==> src/rtl/start_done_responder.sv <==
// -----------------------------------------------------------------------------
// start_done_responder
//
// Responder side of a 4-phase (return-to-zero) start/done handshake. On a
// request it runs one instruction step: one FETCH cycle, one DECODE cycle,
// then EXECUTE for max(exec_lat,1) cycles. It then raises done and holds it
// until start is dropped. It also keeps a wrapping count of completed steps
// and a sticky protocol-error flag.
//
// Ports:
//   clk       in   system clock, rising edge
//   rst_n     in   asynchronous active-low reset
//   start     in   handshake request (level)
//   exec_lat  in   EXECUTE length in cycles, sampled on IDLE->FETCH only
//   done      out  handshake acknowledge (decoded from the state register)
//   busy      out  high in FETCH, DECODE and EXECUTE
//   state     out  IDLE=0, FETCH=1, DECODE=2, EXECUTE=3, DONE=4
//   op_count  out  completed-step counter, wraps modulo 2^CNT_W
//   err       out  sticky flag: start was dropped mid-step
// -----------------------------------------------------------------------------
module start_done_responder #(
    parameter int LAT_W = 4,
    parameter int CNT_W = 8
) (
    input  logic             clk,
    input  logic             rst_n,
    input  logic             start,
    input  logic [LAT_W-1:0] exec_lat,
    output logic             done,
    output logic             busy,
    output logic [2:0]       state,
    output logic [CNT_W-1:0] op_count,
    output logic             err
);

    localparam logic [2:0] S_IDLE    = 3'd0;
    localparam logic [2:0] S_FETCH   = 3'd1;
    localparam logic [2:0] S_DECODE  = 3'd2;
    localparam logic [2:0] S_EXECUTE = 3'd3;
    localparam logic [2:0] S_DONE    = 3'd4;

    logic [2:0]       state_q,    state_d;
    logic [LAT_W-1:0] lat_cnt_q,  lat_cnt_d;
    logic [CNT_W-1:0] op_count_q, op_count_d;
    logic             err_q,      err_d;

    // State register
    always_ff @(posedge clk or negedge rst_n) begin
        if (!rst_n) begin
            state_q    <= S_IDLE;
            lat_cnt_q  <= '0;
            op_count_q <= '0;
            err_q      <= 1'b0;
        end else begin
            state_q    <= state_d;
            lat_cnt_q  <= lat_cnt_d;
            op_count_q <= op_count_d;
            err_q      <= err_d;
        end
    end

    // Next-state logic
    always_comb begin
        state_d    = state_q;
        lat_cnt_d  = lat_cnt_q;
        op_count_d = op_count_q;
        err_d      = err_q;
        case (state_q)
            S_IDLE: begin
                if (start) begin
                    state_d   = S_FETCH;
                    // A zero latency still spends one cycle in EXECUTE.
                    lat_cnt_d = (exec_lat == '0) ? LAT_W'(1) : exec_lat;
                end
            end
            S_FETCH: begin
                if (!start) begin
                    state_d = S_IDLE;
                    err_d   = 1'b1;
                end else begin
                    state_d = S_DECODE;
                end
            end
            S_DECODE: begin
                if (!start) begin
                    state_d = S_IDLE;
                    err_d   = 1'b1;
                end else begin
                    state_d = S_EXECUTE;
                end
            end
            S_EXECUTE: begin
                if (!start) begin
                    // Initiator abandoned the step: flag it, never acknowledge.
                    state_d   = S_IDLE;
                    err_d     = 1'b1;
                    lat_cnt_d = '0;
                end else if (lat_cnt_q <= LAT_W'(1)) begin
                    // <= also drains a corrupted zero count instead of
                    // running a full wrap-around.
                    state_d    = S_DONE;
                    lat_cnt_d  = '0;
                    op_count_d = op_count_q + CNT_W'(1);
                end else begin
                    lat_cnt_d = lat_cnt_q - LAT_W'(1);
                end
            end
            S_DONE: begin
                // Return-to-zero: only a low start releases the acknowledge.
                if (!start) begin
                    state_d = S_IDLE;
                end
            end
            default: begin
                state_d   = S_IDLE;
                lat_cnt_d = '0;
            end
        endcase
    end

    // Outputs decoded from the state register only, so start never reaches
    // done combinationally.
    always_comb begin
        done = (state_q == S_DONE);
        busy = (state_q == S_FETCH) || (state_q == S_DECODE) || (state_q == S_EXECUTE);
    end

    assign state    = state_q;
    assign op_count = op_count_q;
    assign err      = err_q;

endmodule

==> config.mk <==
export PLATFORM = sky130hd
export DESIGN_NAME = start_done_responder
export DESIGN_NICKNAME = d
export VERILOG_FILES = /design/src/rtl/start_done_responder.sv
export SDC_FILE = /design/constraint.sdc
export NUM_CORES = 1
export LEC_CHECK = 0
export CORE_MARGIN = 1
export CORE_UTILIZATION = 44
export CTS_BUF_LIST = sky130_fd_sc_hd__clkbuf_4 sky130_fd_sc_hd__clkbuf_8
export CTS_CLUSTER_DIAMETER = 60
export DETAILED_ROUTE_END_ITERATION = 7
export PLACE_DENSITY_LB_ADDON = 0.1
export SLEW_MARGIN = 30
export SYNTH_ARGS = -nofsm -noshare
export SYNTH_HDL_FRONTEND = slang
export SYNTH_SLANG_ARGS = --single-unit
==> constraint.sdc <==
create_clock -name clk -period 3.21 [get_ports clk]
set_clock_uncertainty 0.1 [all_clocks]
set_input_delay 0.642 -clock clk [delete_from_list [all_inputs] [get_ports clk]]
set_output_delay 0.642 -clock clk [all_outputs]
set_load 0.03 [all_outputs]
==> results of run 1 <==
==> worst max-delay path: stages (launching register included) <==
cell and delay [ns]:
dfrtp_1 0.50, nor2_1 0.27, and2_1 0.19, clkdlybuf4s50_1 0.67
==> flip-flops by register name, summed over array words and instances, names as in the netlist <==
| signal | cells |
|---|---|
| op_count | 8 |
| state | 3 |
| err | 1 |
| lat_cnt_q | 4 |
==> layout make-up <==
cell class | instances | area, µm² | share of cell area
multi-input combinational | 58 | 420 | 0.378
sequential | 16 | 400 | 0.360
timing repair buffer | 20 | 200 | 0.180
clock buffer | 4 | 36.3 | 0.0327
tap | 25 | 31.3 | 0.0282
inverter | 6 | 22.5 | 0.0203
==> cell families (layout without fill, tap and decap cells) <==
kind of cell,Yosys count,in the layout
AND/OR/NAND/NOR,26,26
AO/OA/AOI/OAI,21,21
flip-flops,16,16
XOR/XNOR,7,7
buffers and inverters,7,30
adder cells (fa/ha/maj),3,3
multiplexers,1,1
==> placed cells by master (no fill, tap or decap), types with 2 or more instances in the layout <==
| cell | Yosys | routed |
|---|---|---|
| or2_2 | 2 | 2 |
| nand2_1 | 4 | 4 |
| clkbuf_4 | 0 | 3 |
| nor3_1 | 2 | 2 |
| inv_1 | 6 | 6 |
| o31ai_1 | 2 | 2 |
| nand4_1 | 5 | 5 |
| xnor2_1 | 6 | 6 |
| o22ai_1 | 2 | 2 |
| a21oi_1 | 5 | 5 |
| and3_1 | 2 | 2 |
| nor2_1 | 5 | 5 |
| and2_1 | 2 | 2 |
| ha_1 | 3 | 3 |
| dfrtp_1 | 16 | 16 |
| clkdlybuf4s50_1 | 0 | 20 |
| a22o_1 | 2 | 2 |
| o21ai_0 | 4 | 4 |
| a21o_1 | 2 | 2 |
==> power by group <==
group          switching, mW  internal (mW)
Combinational          0.189          0.137
Sequential            0.0692          0.246
Clock                 0.0642         0.0690
==> worst paths after layout <==
| kind | from | end | slack (ns) | cells after the start |
|---|---|---|---|---|
| worst max-delay path | state[1] | done | 0.56 | 3 |
| worst min-delay path | op_count[7] | op_count[7] | 0.38 | 1 |
| worst max register to register | lat_cnt_q[0] | op_count[1] | 1.34 | 5 |
| worst min register to register | op_count[7] | op_count[7] | 0.38 | 1 |
| max in group asynchronous | rst_n | lat_cnt_q[1] | 1.88 | 1 |
| min in group asynchronous | rst_n | err | 0.68 | 1 |
==> metal layers <==
layer | GRT usage | vias up
met1 | 0.220 | 321
met2 | 0.268 | 14
met5 | 0 | -
met3 | 0.0476 | 2
li1 | - | 341
met4 | 0.0706 | 0
==> metrics by stage <==
step | area (µm²) | instances | power (mW)
finish | 1110 | 129 | 0.775
global route | 1110 | 129 | 0.821
CTS | 1110 | 129 | 0.781
detailed placement | 1070 | 125 | 0.644
global placement | 1070 | 125 | 0.635
floorplan | 848 | 81 | 0.534
==> impl_metrics.json, run 1 <==
{
  "nFillCells": 161,
  "drt_iter0_markers": 13,
  "grt.total_usage": 0.171,
  "status": "finished, final reports clean",
  "synth_top_family_by_area": "simple AND/OR/NAND/NOR gates",
  "crit_type": "register to primary output",
  "tightest_slew_ns": 0.713,
  "rsz0062_at_grt": "no",
  "yosys.area_share.simple": 0.199,
  "synth_fa_ha_area_frac": 0.0442,
  "firstDrtPassIters": 4,
  "place_ws_ns": 0.796,
  "clk_latency_ns": 0.28,
  "synth-xor-area-share": 0.0723,
  "yosys-top-cells-count": "16 x dfrtp_1, 6 x inv_1, 6 x xnor2_1",
  "cts_buffers": 3,
  "worstPathMaxFanout": 9,
  "root_buffer": "clkbuf_4",
  "post-route-period-util": 0.826,
  "tns_ns": 0,
  "slew_headroom": 0.523,
  "num_vias": 678,
  "fin_crit_ns": 2.65,
  "wl_met1_um": 828,
  "routedWlPerCell_um": 12.8,
  "crit_path_end_kind": "primary output",
  "ctsResizeCount": 0,
  "synth_edf_count": 0,
  "core_mm2": 0.00176,
  "peakVddDrop_mv": 0.545,
  "synthMuxAreaShare": 0.0133,
  "grt_pass1_wl_mm": 2.52,
  "wl_met2_um": 750,
  "drt_wl_total_mm": 1.66,
  "synth.most_common_cell": "dfrtp_1",
  "die_h_um": 45.9,
  "critical_path_required_ns": 2.47,
  "setup-violations-final": 0,
  "maxSlewViolCount": 0,
  "power_density_mw_per_mm2": 697,
  "wl_met3_um": 63,
  "port_buffers": 20,
  "drive_gt1_frac": 0.0865,
  "clkSinkCount": 16,
  "utilization": 0.630,
  "mappedNetlistArea_um2": 848,
  "gp_congestion": 0.834,
  "fp-row-count": 15,
  "synth-seq-area-share": 0.472,
  "grt_max_degree": 17,
  "finalHoldViolCount": 0,
  "synthTopCellsByArea": "dfrtp_1 47%, xnor2_1 6.2%, ha_1 4.4%",
  "ys_async_sr_fraction": 1.00,
  "setup_ws_ns": 0.560,
  "area_growth_pct": 31.0,
  "top_layer": "met4",
  "maxCapViolCount": 0,
  "antenna_cells": 0,
  "clkTransAtPathRegs_ns": 0.10,
  "via_per_inst": 5.26,
  "antenna_found_initial": 0,
  "antenna_left": 0,
  "synth_largest_area_cell": "dfrtp_1",
  "dieArea_mm2": 0.00211,
  "holdWs_ns": 0.376,
  "synth-warning-count": 0,
  "cp.arrival_ns": 1.91,
  "hold_buffers": 0,
  "synth-main-ff-cell": "dfrtp_1",
  "cts_tree": "built",
  "initial_core_util": 0.481,
  "clock_path_buffers": 2,
  "grt_pass1_vias": 600,
  "ios": 21,
  "cts_setup_buffers": 0,
  "start_kind": "register",
  "place_hpwl_mm": 1.23,
  "final_nets": 115,
  "die_w_um": 45.9,
  "syn_avg_cell_area_um2": 10.5,
  "grt-ovfl-total": 0,
  "syn-num-nets": 91,
  "htreeDepth": 1,
  "leakage_nw": 0.507,
  "route.detailed.drc": 0,
  "synth_compound_area_frac": 0.167,
  "max_freq_mhz": 377,
  "synth_top_area_frac": 0.472,
  "postSynthCellCount": 81,
  "hold_class": "register to register",
  "synth_seq_cells": 16,
  "synth_cell_types": 28
}
Power figures use the tool's default switching activity.
==> run 2: changes to the inputs <==
==> constraint.sdc (replaced) <==
create_clock -name clk -period 2.7 [get_ports clk]
set_clock_uncertainty 0.1 [all_clocks]
set_input_delay 0.54 -clock clk [delete_from_list [all_inputs] [get_ports clk]]
set_output_delay 0.54 -clock clk [all_outputs]
set_load 0.03 [all_outputs]
==> impl_metrics.json, run 2 (synthesis results as in run 1) <==
{
  "netSwitchingFraction": 0.415,
  "grt-ovfl-total": 0,
  "dpl-instance-area_mm2": 0.00107,
  "cp.arrival_ns": 1.90,
  "clkSinkCount": 16,
  "core_mm2": 0.00176,
  "maxSlewViolCount": 0,
  "route.detailed.drc": 0,
  "antenna_left": 0,
  "largest_reg_flops": 8,
  "pwr-share-seq": 0.407,
  "fin_area_mm2": 0.00111,
  "place_hpwl_mm": 1.23,
  "crit_path_top_delay_cell": "clkdlybuf4s50_1",
  "setup-violations-final": 0,
  "crit_path_cell_trace": "nor2_1 > and2_1 > clkdlybuf4s50_1",
  "utilization": 0.630,
  "dieArea_mm2": 0.00211,
  "grt_pass1_vias": 592,
  "routedWlPerCell_um": 12.8,
  "totalPowerFinal_mw": 0.920,
  "antenna_cells": 0,
  "clk_latency_ns": 0.28,
  "start_kind": "register",
  "port_buffers": 20,
  "die_h_um": 45.9,
  "antenna_found_initial": 0,
  "layout_common_cells": "20 x clkdlybuf4s50_1, 16 x dfrtp_1, 6 x inv_1, 6 x xnor2_1",
  "hold_buffers": 0,
  "whs_path_depth": 2,
  "r2r-start": "lat_cnt_q[0]",
  "clock_path_buffers": 2,
  "critical_path_required_ns": 2.06,
  "slew_headroom": 0.528,
  "cts_buffers": 3,
  "max_freq_mhz": 393,
  "post-route-period-util": 0.942,
  "via_per_inst": 5.39,
  "worstPathMaxFanout": 9,
  "grt.total_usage": 0.169,
  "crit_path_end_kind": "primary output",
  "gp_congestion": 0.834,
  "mostFrequentLayoutCell": "clkdlybuf4s50_1",
  "p_sw_mw": 0.382,
  "grt_max_degree": 17,
  "root_buffer": "clkbuf_4",
  "htreeDepth": 1,
  "leakage_nw": 0.507,
  "rsz0062_at_grt": "no",
  "worst-path-buf-inv": 1,
  "firstDrtPassIters": 4,
  "initial_core_util": 0.481,
  "crit_type": "register to primary output",
  "finalHoldViolCount": 0,
  "maxCapViolCount": 0,
  "cts_setup_buffers": 0,
  "crit_cells": 3,
  "hp-start": "err",
  "tightest_slew_ns": 0.706,
  "r2r_end": "op_count[1]",
  "power_density_mw_per_mm2": 828,
  "hold_end": "err",
  "drt_wl_total_mm": 1.65,
  "die_w_um": 45.9,
  "hold_class": "register to register",
  "ctsResizeCount": 0,
  "fp-row-count": 15,
  "clkTransAtPathRegs_ns": 0.09,
  "critPathMaxStageDelay_ns": 0.67,
  "peakVddDrop_mv": 0.653,
  "fin_crit_ns": 2.54,
  "drt_iter0_markers": 28,
  "pwr-share-comb": 0.423,
  "rrSetupSlack_ns": 0.84,
  "tns_ns": 0,
  "p_int_mw": 0.538,
  "num_vias": 695,
  "area_growth_pct": 31.0,
  "grt_pass1_wl_mm": 2.50,
  "r2r_cells": 5,
  "ios": 21,
  "status": "finished, final reports clean",
  "cts_tree": "built",
  "final_nets": 115,
  "pwr-share-clk": 0.170,
  "worst_path_dominant_cell_family": "buffers and inverters",
  "holdWs_ns": 0.384,
  "drive_gt1_frac": 0.0865
}
-- run 2: cell counts in the layout (fill, tap and decap cells not counted) --
Identical to the previous run, type by type.
-- run 2: metrics by stage --
step	setup WS, ns	cells
after global routing	0.0395	129
after floorplan	0.853	81
after CTS	0.134	129
after detailed placement	0.388	125
after global placement	0.415	125
final	0.157	129
-- run 2: worst max path at each step --
stage,end,startpoint,slack (ns)
after detailed placement,op_count[1],start,0.39
after global routing,done,state[1],0.04
after CTS,done,state[0],0.13
after floorplan,busy,state[1],0.85
final,done,state[1],0.16
after global placement,op_count[1],start,0.42
-- run 2: power by group through the flow --
stage / Sequential (mW) / Combinational [mW] / Clock (mW)
6_report: 0.374 / 0.389 / 0.157
2_1_floorplan: 0.411 / 0.224 / 0
3_3_place_gp: 0.378 / 0.377 / 0
5_1_grt: 0.382 / 0.421 / 0.175
3_5_place_dp: 0.379 / 0.385 / 0
4_1_cts: 0.374 / 0.388 / 0.167
-- run 2: metal layers --
metal / track usage / up-vias / share of wire
li1: - / 344 / -
met2: 0.265 / 18 / 0.47
met4: 0.0706 / 0 / 0.0085
met1: 0.218 / 331 / 0.49
met5: 0 / - / 0
met3: 0.0476 / 2 / 0.039
-- run 2: layout make-up --
class | count | area, µm²
Clock buffer | 4 | 36.3
Fill cell | 170 | 653
Inverter | 6 | 22.5
Multi-Input combinational cell | 58 | 420
Sequential cell | 16 | 400
Tap cell | 25 | 31.3
Timing Repair Buffer | 20 | 200
-- run 2: worst register-to-register path, cell delays in order, from the launching register on --
cell and delay (ns):
dfrtp_1 0.42, inv_1 0.08, ha_1 0.20, nor2_1 0.09, nor4_4 0.47, mux2_2 0.39
==> run 3: changes to the inputs <==
--- a/config.mk
+++ b/config.mk
@@ -10,7 +10,7 @@
 export CTS_BUF_LIST = sky130_fd_sc_hd__clkbuf_4 sky130_fd_sc_hd__clkbuf_8
 export CTS_CLUSTER_DIAMETER = 60
 export DETAILED_ROUTE_END_ITERATION = 7
-export PLACE_DENSITY_LB_ADDON = 0.1
+export PLACE_DENSITY = 0.76
 export SLEW_MARGIN = 30
 export SYNTH_ARGS = -nofsm -noshare
 export SYNTH_HDL_FRONTEND = slang
==> impl_metrics.json, run 3 (synthesis results as in run 1) <==
{
  "place_hpwl_mm": 1.28,
  "drive_gt1_frac": 0.0962,
  "status": "finished, final reports clean",
  "layout_common_cells": "20 x clkdlybuf4s50_1, 16 x dfrtp_1, 6 x inv_1, 6 x xnor2_1",
  "firstDrtPassIters": 4,
  "routedWlPerCell_um": 13.2,
  "nFillCells": 159,
  "post-route-period-util": 0.925,
  "start_kind": "register",
  "ios": 21,
  "clock_path_buffers": 2,
  "gp_congestion": 0.848,
  "htreeDepth": 1,
  "antenna_cells": 0,
  "root_buffer": "clkbuf_4",
  "port_buffers": 20,
  "crit_path_cell_trace": "nor2_2 > and2_1 > clkdlybuf4s50_1",
  "final_nets": 115,
  "crit_path_end_kind": "primary output",
  "grt_max_degree": 17,
  "cts_setup_buffers": 0,
  "finalHoldViolCount": 0,
  "cts_tree": "built",
  "setup_ws_ns": 0.203,
  "grt-ovfl-total": 0,
  "tns_ns": 0,
  "grt.total_usage": 0.198,
  "hold_buffers": 0,
  "maxCapViolCount": 0,
  "tightest_slew_ns": 0.737,
  "largest_reg_flops": 8,
  "peakVddDrop_mv": 0.446,
  "max_freq_mhz": 400,
  "core_mm2": 0.00176,
  "leakage_nw": 0.507,
  "worstPathMaxFanout": 9,
  "setup-violations-final": 0,
  "crit_path_top_delay_cell": "clkdlybuf4s50_1",
  "area_growth_pct": 31.3,
  "cp.arrival_ns": 1.86,
  "die_h_um": 45.9,
  "rrSetupSlack_ns": 0.81,
  "antenna_left": 0,
  "antenna_found_initial": 0,
  "clkSinkCount": 16,
  "grt_pass1_wl_mm": 2.88,
  "maxSlewViolCount": 0,
  "clkTransAtPathRegs_ns": 0.10,
  "mostFrequentLayoutCell": "clkdlybuf4s50_1",
  "slew_headroom": 0.507,
  "fin_crit_ns": 2.50,
  "initial_core_util": 0.481,
  "num_vias": 692,
  "clk_latency_ns": 0.29,
  "ctsResizeCount": 0,
  "via_per_inst": 5.36,
  "grt_pass1_vias": 674,
  "fp-row-count": 15,
  "critPathMaxStageDelay_ns": 0.67,
  "dieArea_mm2": 0.00211,
  "cts_buffers": 3,
  "drt_iter0_markers": 12,
  "place_ws_ns": 0.366,
  "drt_wl_total_mm": 1.70,
  "crit_type": "register to primary output",
  "route.detailed.drc": 0,
  "power_density_mw_per_mm2": 828,
  "die_w_um": 45.9,
  "hold_class": "register to register",
  "critical_path_required_ns": 2.06,
  "rsz0062_at_grt": "no"
}
==> run 3: area by class of cell <==
cell class / count / area (µm²) / area share
clock buffers: 4 / 36.3 / 0.0326
inverters: 6 / 22.5 / 0.0202
multi-input cells: 58 / 423 / 0.380
flip-flops and latches: 16 / 400 / 0.360
well taps: 25 / 31.3 / 0.0281
repair buffers: 20 / 200 / 0.180
==> run 3: final timing paths <==
| check | startpoint | endpoint | depth (start not counted) |
|---|---|---|---|
| worst max-delay path | state[1] | done | 3 |
| worst min-delay path | err | err | 2 |
| worst max register to register | lat_cnt_q[0] | op_count[1] | 5 |
| worst min register to register | err | err | 2 |
| max in group asynchronous | rst_n | op_count[3] | 1 |
| min in group asynchronous | rst_n | state[1] | 1 |
==> run 3: power by group <==
| group | total [mW] | switching, mW | internal (mW) | leakage [nW] |
|---|---|---|---|---|
| clock | 0.161 | 0.0789 | 0.0822 | 0.0210 |
| combinational | 0.383 | 0.218 | 0.164 | 0.277 |
| sequential | 0.378 | 0.0854 | 0.293 | 0.209 |
| total | 0.922 | 0.383 | 0.539 | 0.507 |
==> run 3: layer usage <==
layer	GRT usage	vias to the layer above	part of all wire
li1	-	342	-
met1	0.279	323	0.49
met2	0.296	23	0.45
met3	0.0357	4	0.042
met4	0.0882	0	0.015
met5	0	-	0
==> run 3: metrics by stage <==
| step | std cells | hold WS, ns | util | cell area, µm² | total power [mW] |
|---|---|---|---|---|---|
| floorplan | 81 | 0.144 | - | 848 | 0.634 |
| global placement | 125 | 0.361 | 0.609 | 1070 | 0.754 |
| detailed placement | 125 | 0.369 | 0.609 | 1070 | 0.762 |
| CTS | 129 | 0.392 | 0.630 | 1110 | 0.927 |
| global route | 129 | 0.412 | 0.631 | 1110 | 0.996 |
| finish | 129 | 0.380 | 0.631 | 1110 | 0.922 |
==> run 3: worst max-delay path: cells and delay by family, from the launching register on <==
| family | cells | cell delay [ns] |
|---|---|---|
| buffers and inverters | 1 | 0.67 |
| DFF | 1 | 0.51 |
| and+or+nand+nor | 2 | 0.38 |
